File: config.mk
export PLATFORM = sky130hd
export DESIGN_NAME = bcd_counter_7seg_mux
export DESIGN_NICKNAME = d
export VERILOG_FILES = /design/src/rtl/seg7_pkg.sv /design/src/rtl/seg7_decode.sv /design/src/rtl/bcd_counter_7seg_mux.sv
export SDC_FILE = /design/constraint.sdc
export NUM_CORES = 1
export LEC_CHECK = 0
export ABC_AREA = 1
export CAP_MARGIN = 20
export CORE_ASPECT_RATIO = 0.6
export CORE_UTILIZATION = 51
export CTS_BUF_LIST = sky130_fd_sc_hd__clkbuf_16
export DETAILED_ROUTE_END_ITERATION = 8
export PLACE_DENSITY = 0.71
export RECOVER_POWER = 25
export SKIP_CTS_REPAIR_TIMING = 1
export SLEW_MARGIN = 5
export SYNTH_ARGS = -nofsm -noshare
export SYNTH_HDL_FRONTEND = slang
export SYNTH_SLANG_ARGS = --single-unit
File: constraint.sdc
create_clock -name clk -period 2.84 [get_ports clk]
set_input_delay 0.284 -clock clk [delete_from_list [all_inputs] [get_ports clk]]
set_output_delay 0.284 -clock clk [all_outputs]
set_load 0.02 [all_outputs]
File: src/rtl/seg7_pkg.sv
// Shared types and constants for the 7-segment display path: the digit type,
// the blank code and the 16-entry active-low segment table {g,f,e,d,c,b,a}.
package seg7_pkg;

  typedef logic [3:0] digit_t;

  localparam logic [6:0] SEG_BLANK = 7'b1111111;

  // Active-low segment codes for digit values 0..15.
  localparam logic [6:0] SEG_LUT [16] = '{
    7'b1000000,  // 0
    7'b1111001,  // 1
    7'b0100100,  // 2
    7'b0110000,  // 3
    7'b0011001,  // 4
    7'b0010010,  // 5
    7'b0000010,  // 6
    7'b1111000,  // 7
    7'b0000000,  // 8
    7'b0010000,  // 9
    7'b0001000,  // A
    7'b0000011,  // b
    7'b1000110,  // C
    7'b0100001,  // d
    7'b0000110,  // E
    7'b0001110   // F
  };

endpackage

File: src/rtl/seg7_decode.sv
// Combinational digit-to-segment decoder. In decimal builds the values 10..15
// can never reach this block, but they still decode to blank.
module seg7_decode
  import seg7_pkg::*;
#(
  parameter int COUNT_BASE = 10
) (
  input  digit_t     i_value,
  input  logic       i_blank,
  output logic [6:0] o_seg_n
);

  // Table lookup, overridden by explicit blanking or an out-of-radix value.
  always_comb begin
    // NOTE: every output of a combinational block gets a default first so no latch is inferred.
    o_seg_n = SEG_LUT[i_value];
    if (i_blank || ((COUNT_BASE == 10) && (i_value > 4'd9))) begin
      o_seg_n = SEG_BLANK;
    end
  end

endmodule

File: src/rtl/bcd_counter_7seg_mux.sv
// Multi-digit up/down counter (radix 10 or 16) with a synchronised step input
// and a time-multiplexed, common-anode 7-segment display driver.
// Optional build macro LEADING_ZERO_BLANK_EN blanks leading zero digits above digit 0.
module bcd_counter_7seg_mux
  import seg7_pkg::*;
#(
  parameter int NUM_DIGITS = 4,
  parameter int COUNT_BASE = 10,
  parameter int SCAN_DIV   = 50000
) (
  input  logic                    clk,
  input  logic                    rst_n,
  input  logic                    step_in,
  input  logic                    up_dn,
  input  logic                    clr,
  output logic [4*NUM_DIGITS-1:0] count_out,
  output logic                    wrap_pulse,
  output logic [6:0]              seg_n,
  output logic [NUM_DIGITS-1:0]   an_n
);

  localparam int     IDX_W     = (NUM_DIGITS > 1) ? $clog2(NUM_DIGITS) : 1;
  localparam int     CNT_W     = $clog2(SCAN_DIV);
  localparam digit_t DIGIT_MAX = digit_t'(COUNT_BASE - 1);

  logic                         r_sync1, r_sync2, r_sync3, r_step;
  digit_t [NUM_DIGITS-1:0]      r_count;
  logic                         r_wrap;
  logic [CNT_W-1:0]             r_scan_cnt;
  logic [IDX_W-1:0]             r_scan_idx;
  logic [6:0]                   r_seg_n;
  logic [NUM_DIGITS-1:0]        r_an_n;

  digit_t [NUM_DIGITS-1:0]      w_next;
  logic                         w_carry;
  logic                         w_blank;
  logic [6:0]                   w_seg_n;

  // Two-flop synchroniser, previous-value flop and registered rising-edge pulse.
  always_ff @(posedge clk or negedge rst_n) begin
    if (!rst_n) begin
      r_sync1 <= 1'b0;
      r_sync2 <= 1'b0;
      r_sync3 <= 1'b0;
      r_step  <= 1'b0;
    end else begin
      // NOTE: sequential state uses non-blocking assignments so every flop samples pre-edge values.
      r_sync1 <= step_in;
      r_sync2 <= r_sync1;
      r_sync3 <= r_sync2;
      r_step  <= r_sync2 & ~r_sync3;
    end
  end

  // Ripple carry/borrow across all digits within one cycle; w_carry out of the
  // top digit means the whole count wrapped.
  always_comb begin
    w_next  = r_count;
    w_carry = 1'b1;
    for (int i = 0; i < NUM_DIGITS; i++) begin
      if (w_carry) begin
        if (up_dn) begin
          if (r_count[i] == DIGIT_MAX) begin
            w_next[i] = '0;
          end else begin
            w_next[i] = r_count[i] + digit_t'(1);
            w_carry   = 1'b0;
          end
        end else begin
          if (r_count[i] == '0) begin
            w_next[i] = DIGIT_MAX;
          end else begin
            w_next[i] = r_count[i] - digit_t'(1);
            w_carry   = 1'b0;
          end
        end
      end
    end
  end

  // Count register; clear has priority over a step and suppresses the wrap pulse.
  always_ff @(posedge clk or negedge rst_n) begin
    if (!rst_n) begin
      r_count <= '0;
      r_wrap  <= 1'b0;
    end else if (clr) begin
      r_count <= '0;
      r_wrap  <= 1'b0;
    end else if (r_step) begin
      r_count <= w_next;
      r_wrap  <= w_carry;
    end else begin
      r_wrap  <= 1'b0;
    end
  end

  // Scan timer: each digit owns SCAN_DIV cycles, then the index moves on.
  always_ff @(posedge clk or negedge rst_n) begin
    if (!rst_n) begin
      r_scan_cnt <= '0;
      r_scan_idx <= '0;
    end else if (r_scan_cnt == CNT_W'(SCAN_DIV - 1)) begin
      r_scan_cnt <= '0;
      r_scan_idx <= (r_scan_idx == IDX_W'(NUM_DIGITS - 1)) ? '0 : r_scan_idx + 1'b1;
    end else begin
      r_scan_cnt <= r_scan_cnt + 1'b1;
    end
  end

`ifdef LEADING_ZERO_BLANK_EN
  logic [NUM_DIGITS-1:0] w_lead_zero;

  // w_lead_zero[i]: digit i and every digit above it are zero.
  always_comb begin
    w_lead_zero                 = '0;
    w_lead_zero[NUM_DIGITS-1]   = (r_count[NUM_DIGITS-1] == '0);
    for (int i = NUM_DIGITS - 2; i >= 0; i--) begin
      w_lead_zero[i] = w_lead_zero[i+1] && (r_count[i] == '0);
    end
  end

  assign w_blank = (r_scan_idx != '0) && w_lead_zero[r_scan_idx];
`else
  assign w_blank = 1'b0;
`endif

  seg7_decode #(
    .COUNT_BASE (COUNT_BASE)
  ) u_decode (
    .i_value (r_count[r_scan_idx]),
    .i_blank (w_blank),
    .o_seg_n (w_seg_n)
  );

  // Segments and anode registered together so they switch on the same edge.
  always_ff @(posedge clk or negedge rst_n) begin
    if (!rst_n) begin
      r_seg_n <= SEG_BLANK;
      r_an_n  <= '1;
    end else begin
      r_seg_n <= w_seg_n;
      r_an_n  <= ~(NUM_DIGITS'(1) << r_scan_idx);
    end
  end

  assign count_out  = r_count;
  assign wrap_pulse = r_wrap;
  assign seg_n      = r_seg_n;
  assign an_n       = r_an_n;

endmodule

==> results.json, run 1 <==
{
  "grt_antenna_before_repair": 0,
  "portBuffers": 32,
  "drc": 0,
  "worstHoldPathCells": 0,
  "drive_above_1_share_pct": 12.47,
  "end_kind": "asynchronous set/reset pin",
  "async_flop_share_pct": 100.0,
  "holdCritStartpoint": "r_sync1",
  "power_per_cell_area_nw_per_um2": 437.6,
  "relSlewSlack_pct": 25.70,
  "p_total_mw": 1.711,
  "cts_tree": "done",
  "finalMaxSlewViolations": 0,
  "layout.nets": 502,
  "ant_nets": 0,
  "synth.avg_cell_area_um2": 7.754,
  "final_cell_mix": "105 x nand2_1, 56 x nor2_1, 51 x inv_1",
  "synth_edf_count": 0,
  "gp_congestion": 0.8914,
  "worstMarginPinSlew_ns": 1.114,
  "numCtsBuffers": 5,
  "layout_min_cycle_time_ns": 2.176,
  "synth_seq_area_share_pct": 36.99,
  "cts_sinks": 50,
  "grtUsageMet2_pct": 32.45,
  "hold_viol": 0,
  "rsz0062_at_grt": "no",
  "finalCritPeriodShare_pct": 76.63,
  "met1_usage_pct": 38.88,
  "synth_cell_types": 37,
  "use_met3_pct": 4.167,
  "grt_overflow": 0,
  "first_iter_violations": 212,
  "arrival_ns": 2.60,
  "viasPerCell": 5.268,
  "num_rows": 22,
  "p_leak_nw": 1.941,
  "wl_um": 7603,
  "timing.rr.end": "seg_n[3]",
  "via_count": 2934,
  "layout-area-overhead-vs-synth_pct": 14.31,
  "synth_nets": 471,
  "grt_pass1_vias": 2658,
  "yosys_most_used_dff": "dfrtp_1",
  "crit_required_ns": 3.26,
  "r2r_start": "r_scan_idx[0]",
  "dp_hpwl_um": 5606,
  "syn_area_um2": 3420,
  "clk_pin_slew_ns": 0.07,
  "r2r_slack_ns": 0.89,
  "status": "complete, no violations",
  "stdcell_area_um2": 3909,
  "synth_warnings": 0,
  "busiest_layer": "met1",
  "grt_first_pass_wirelength_um": 13170,
  "peakVddDrop_mv": 0.3499,
  "synth-seq-cells": 50,
  "place_area_um2": 3751,
  "holdWs_ns": 0.3648,
  "setup_ws_ns": 0.6637,
  "hold_path_end": "r_sync2",
  "hold_path_class": "reg -> reg",
  "initial_core_util_pct": 54.49,
  "dp_slack_ns": 0.6455,
  "track_usage_pct": 23.72,
  "drt_pre_antenna_iters": 5,
  "die_area_um2": 7047,
  "root_buffer": "clkbuf_16",
  "skew_ns": 0.006726,
  "die_w_um": 107.7,
  "post_drt_wl_per_cell_um": 13.65,
  "cp-start-kind": "input pin",
  "grt_max_degree": 46,
  "critPathMaxFanout": 26,
  "layout_commonest_cell": "nand2_1",
  "clock_path_buffers": 2,
  "io_pins": 33,
  "htree_num_levels": 2,
  "clk_latency_ns": 0.29,
  "crit_type": "in -> async",
  "diodes": 0,
  "final.setup.tns_ns": 0,
  "setup_viol": 0,
  "netlist_instances": 441,
  "drv_cap": 0,
  "fmax_mhz": 459.5,
  "core_area_um2": 6276,
  "die_h_um": 65.43,
  "r2r_cells": 10
}
state kept, by name, indices dropped and copies added, names as in the netlist:
register	cells
count_out	16
r_scan_cnt	16
seg_n	7
an_n	4
r_scan_idx	2
r_step	1
r_sync1	1
r_sync2	1
r_sync3	1
wrap_pulse	1
worst max path at each step:
stage	slack, ns	startpoint	depth (start not counted)	endpoint
after floorplan	1.27	count_out[1]	7	seg_n[3]
after global placement	0.75	up_dn	9	count_out[7]
after detailed placement	0.65	up_dn	9	count_out[7]
after CTS	0.88	r_scan_idx[0]	10	seg_n[3]
after global routing	0.32	rst_n	4	seg_n[3]
final	0.66	rst_n	4	an_n[1]
Yosys cell counts, drive strengths merged (10+ instances only):
master,instances,area [um2]
o21ai,15,82.58
nor3,10,50.05
dfrtp,39,975.9
ha,25,312.8
a21oi,11,58.81
nor2,62,279.0
xor2,11,96.34
inv,58,220.2
nand3,53,330.3
nand4,10,75.07
buf,10,92.59
nand2,115,481.7
dfstp,11,289.0
per-layer routing:
metal  part of all wire, %  up-vias
li1                      -     1459
met1                    54     1366
met2                    38      107
met3                   7.6        2
met4                  0.25        0
met5                     0        -
critical path: stages:
cell and delay, ns:
dlygate4sd3_1 0.53, clkbuf_1 0.82, clkbuf_2 0.68, buf_4 0.27
cell families after synthesis:
kind of cell | count (synthesis) | synth area share [%]
AND/OR/NAND/NOR | 252 | 35.93
buffers and inverters | 70 | 9.403
flip-flops | 50 | 36.99
AO/OA/AOI/OAI | 31 | 5.196
adder cells (fa/ha/maj) | 25 | 9.147
XOR/XNOR | 13 | 3.330
layout make-up:
type | count | area [um2]
clock buffers | 5 | 125.1
clock inverters | 3 | 21.27
fillers | 541 | 2367
inverters | 59 | 225.2
multi-input cells | 321 | 1831
flip-flops and latches | 50 | 1265
well taps | 84 | 105.1
repair buffers | 35 | 336.6
report_power, final:
| part | total (mW) | switching [mW] | internal [mW] |
|---|---|---|---|
| combinational | 0.316 | 0.196 | 0.121 |
| sequential | 0.788 | 0.0345 | 0.754 |
| clock | 0.606 | 0.279 | 0.327 |
metrics by stage:
stage	util (%)	cells
floorplan	-	441
global placement	59.77	547
detailed placement	59.77	547
CTS	62.10	555
global route	62.28	557
finish	62.28	557
Power figures use the tool's default switching activity.
==> run 2: changes to the inputs <==
--- a/config.mk
+++ b/config.mk
@@ -11,7 +11,7 @@
 export CORE_UTILIZATION = 51
 export CTS_BUF_LIST = sky130_fd_sc_hd__clkbuf_16
 export DETAILED_ROUTE_END_ITERATION = 8
-export PLACE_DENSITY = 0.71
+export PLACE_DENSITY = 0.74
 export RECOVER_POWER = 25
 export SKIP_CTS_REPAIR_TIMING = 1
 export SLEW_MARGIN = 5
==> constraint.sdc (replaced) <==
create_clock -name clk -period 1.9 [get_ports clk]
set_input_delay 0.19 -clock clk [delete_from_list [all_inputs] [get_ports clk]]
set_output_delay 0.19 -clock clk [all_outputs]
set_load 0.02 [all_outputs]
==> run 2 against run 1 <==
  * Combinational power rose by 53%
  * Clock skew up 0.00090 ns
  * Setup slack got worse by 0.51 ns
  * Die area unchanged
  * Final cell count increased by 1.4%
  * Power rose by 47%
  * Largest power group unchanged
==> results.json, run 2 (synthesized netlist as in run 1, its figures left out) <==
{
  "status": "complete, no violations",
  "diodes": 0,
  "swShare_pct": 28.54,
  "worstMarginPinSlew_ns": 1.235,
  "r2r_slack_ns": 0.15,
  "hold_viol": 0,
  "num_rows": 22,
  "cts_tree": "done",
  "drive_above_1_share_pct": 13.51,
  "instances_no_fill": 565,
  "dp_slack_ns": 0.08741,
  "finalMaxSlewViolations": 0,
  "grt_max_degree": 32,
  "r2r_start": "r_scan_idx[0]",
  "io_pins": 33,
  "die_h_um": 65.43,
  "dp_hpwl_um": 5767,
  "power_frac_seq_pct": 46.9,
  "power_per_cell_area_nw_per_um2": 630.8,
  "multi_input_area_um2": 1833,
  "viasPerCell": 5.181,
  "critPathLaunch": "r_scan_idx[0]",
  "critPathMaxFanout": 11,
  "grt_overflow": 0,
  "first_iter_violations": 194,
  "intPower_mw": 1.791,
  "grt_pass1_vias": 2710,
  "portBuffers": 32,
  "htree_num_levels": 2,
  "wl_um": 7539,
  "clock_path_buffers": 2,
  "fmax_mhz": 571.8,
  "cp-start-kind": "register",
  "comb_power_share_pct": 19.3,
  "p_clk_share_pct": 33.7,
  "endpoint": "seg_n[3]",
  "post_drt_wl_per_cell_um": 13.34,
  "place_inst": 554,
  "clk_pin_slew_ns": 0.07,
  "final.setup.tns_ns": 0,
  "grt_first_pass_wirelength_um": 13170,
  "setup_viol": 0,
  "p_leak_nw": 1.990,
  "holdWs_ns": 0.3508,
  "cts_sinks": 50,
  "end_kind": "register",
  "hold_path_class": "reg -> reg",
  "layout-area-overhead-vs-synth_pct": 16.21,
  "via_count": 2927,
  "place_area_um2": 3816,
  "layout_commonest_cell": "nand2_1",
  "ant_nets": 0,
  "grt_antenna_before_repair": 0,
  "power_switching_mw": 0.7154,
  "ff_latch_area_um2": 1266,
  "core_area_um2": 6276,
  "relSlewSlack_pct": 17.66,
  "die_w_um": 107.7,
  "rsz0062_at_grt": "no",
  "final_cell_mix": "105 x nand2_1, 55 x nor2_1, 54 x inv_1",
  "gp_congestion": 0.9629,
  "initial_core_util_pct": 54.49,
  "r2r_cells": 10,
  "clk_latency_ns": 0.29,
  "drv_cap": 0,
  "skew_ns": 0.007623,
  "stdcell_area_um2": 3974,
  "crit_type": "reg -> reg",
  "layout_min_cycle_time_ns": 1.749,
  "final_util_pct": 63.32,
  "timing.rr.end": "seg_n[3]",
  "crit_required_ns": 2.12,
  "finalCritPeriodShare_pct": 92.05,
  "arrival_ns": 1.96,
  "p_total_mw": 2.507,
  "drt_pre_antenna_iters": 4,
  "setup_ws_ns": 0.1511,
  "numCtsBuffers": 5,
  "drc": 0,
  "track_usage_pct": 24.23,
  "fill_cells": 574,
  "layout.nets": 510,
  "peakVddDrop_mv": 0.3036,
  "die_area_um2": 7047,
  "root_buffer": "clkbuf_16"
}
[run 2: cell count changes in the layout (fill, tap and decap cells not counted), sizes merged]
cell      previous run  this run
buf                  1         9
inv                 58        61
clkinv               3         1
clkinvlp             1         0
[run 2: area by class of cell]
cell class | count | area share [%]
timing repair buffer | 43 | 10.26
sequential | 50 | 31.86
tap | 84 | 2.645
multi-input combinational | 321 | 46.13
inverter | 59 | 5.668
clock buffer | 5 | 3.149
clock inverter | 3 | 0.2834
[run 2: worst min-delay path by stage]
stage / from / end / slack, ns / depth (start not counted)
3_5_place_dp: rst_n / count_out[12] / 0.20 / 1
3_3_place_gp: rst_n / count_out[12] / 0.19 / 1
2_1_floorplan: rst_n / count_out[0] / -0.11 / 0
5_1_grt: r_sync1 / r_sync2 / 0.36 / 0
4_1_cts: rst_n / count_out[6] / -0.13 / 1
6_report: r_sync1 / r_sync2 / 0.35 / 0
[run 2: power groups by stage]
stage,clock network [mW],logic [mW],registers (mW)
finish,0.846,0.485,1.18
floorplan,0,0.278,1.23
CTS,0.868,0.484,1.18
global placement,0,0.474,1.20
detailed placement,0,0.481,1.20
global route,0.895,0.539,1.18
[run 2: worst max-delay path, cell delays in order (launching register included)]
cell	delay, ns
dfrtp_2	0.48
buf_4	0.16
a21oi_1	0.12
o21ai_0	0.09
nand2_1	0.20
inv_1	0.11
ha_1	0.22
inv_1	0.06
nand2_2	0.07
nand3_1	0.07
nand3_1	0.07
[run 2: metal layers]
layer / part of all wire, % / track usage [%]
met5: 0 / 0
met4: 1.0 / 6.336
met3: 5.6 / 5.060
met2: 39 / 33.65
met1: 54 / 37.52
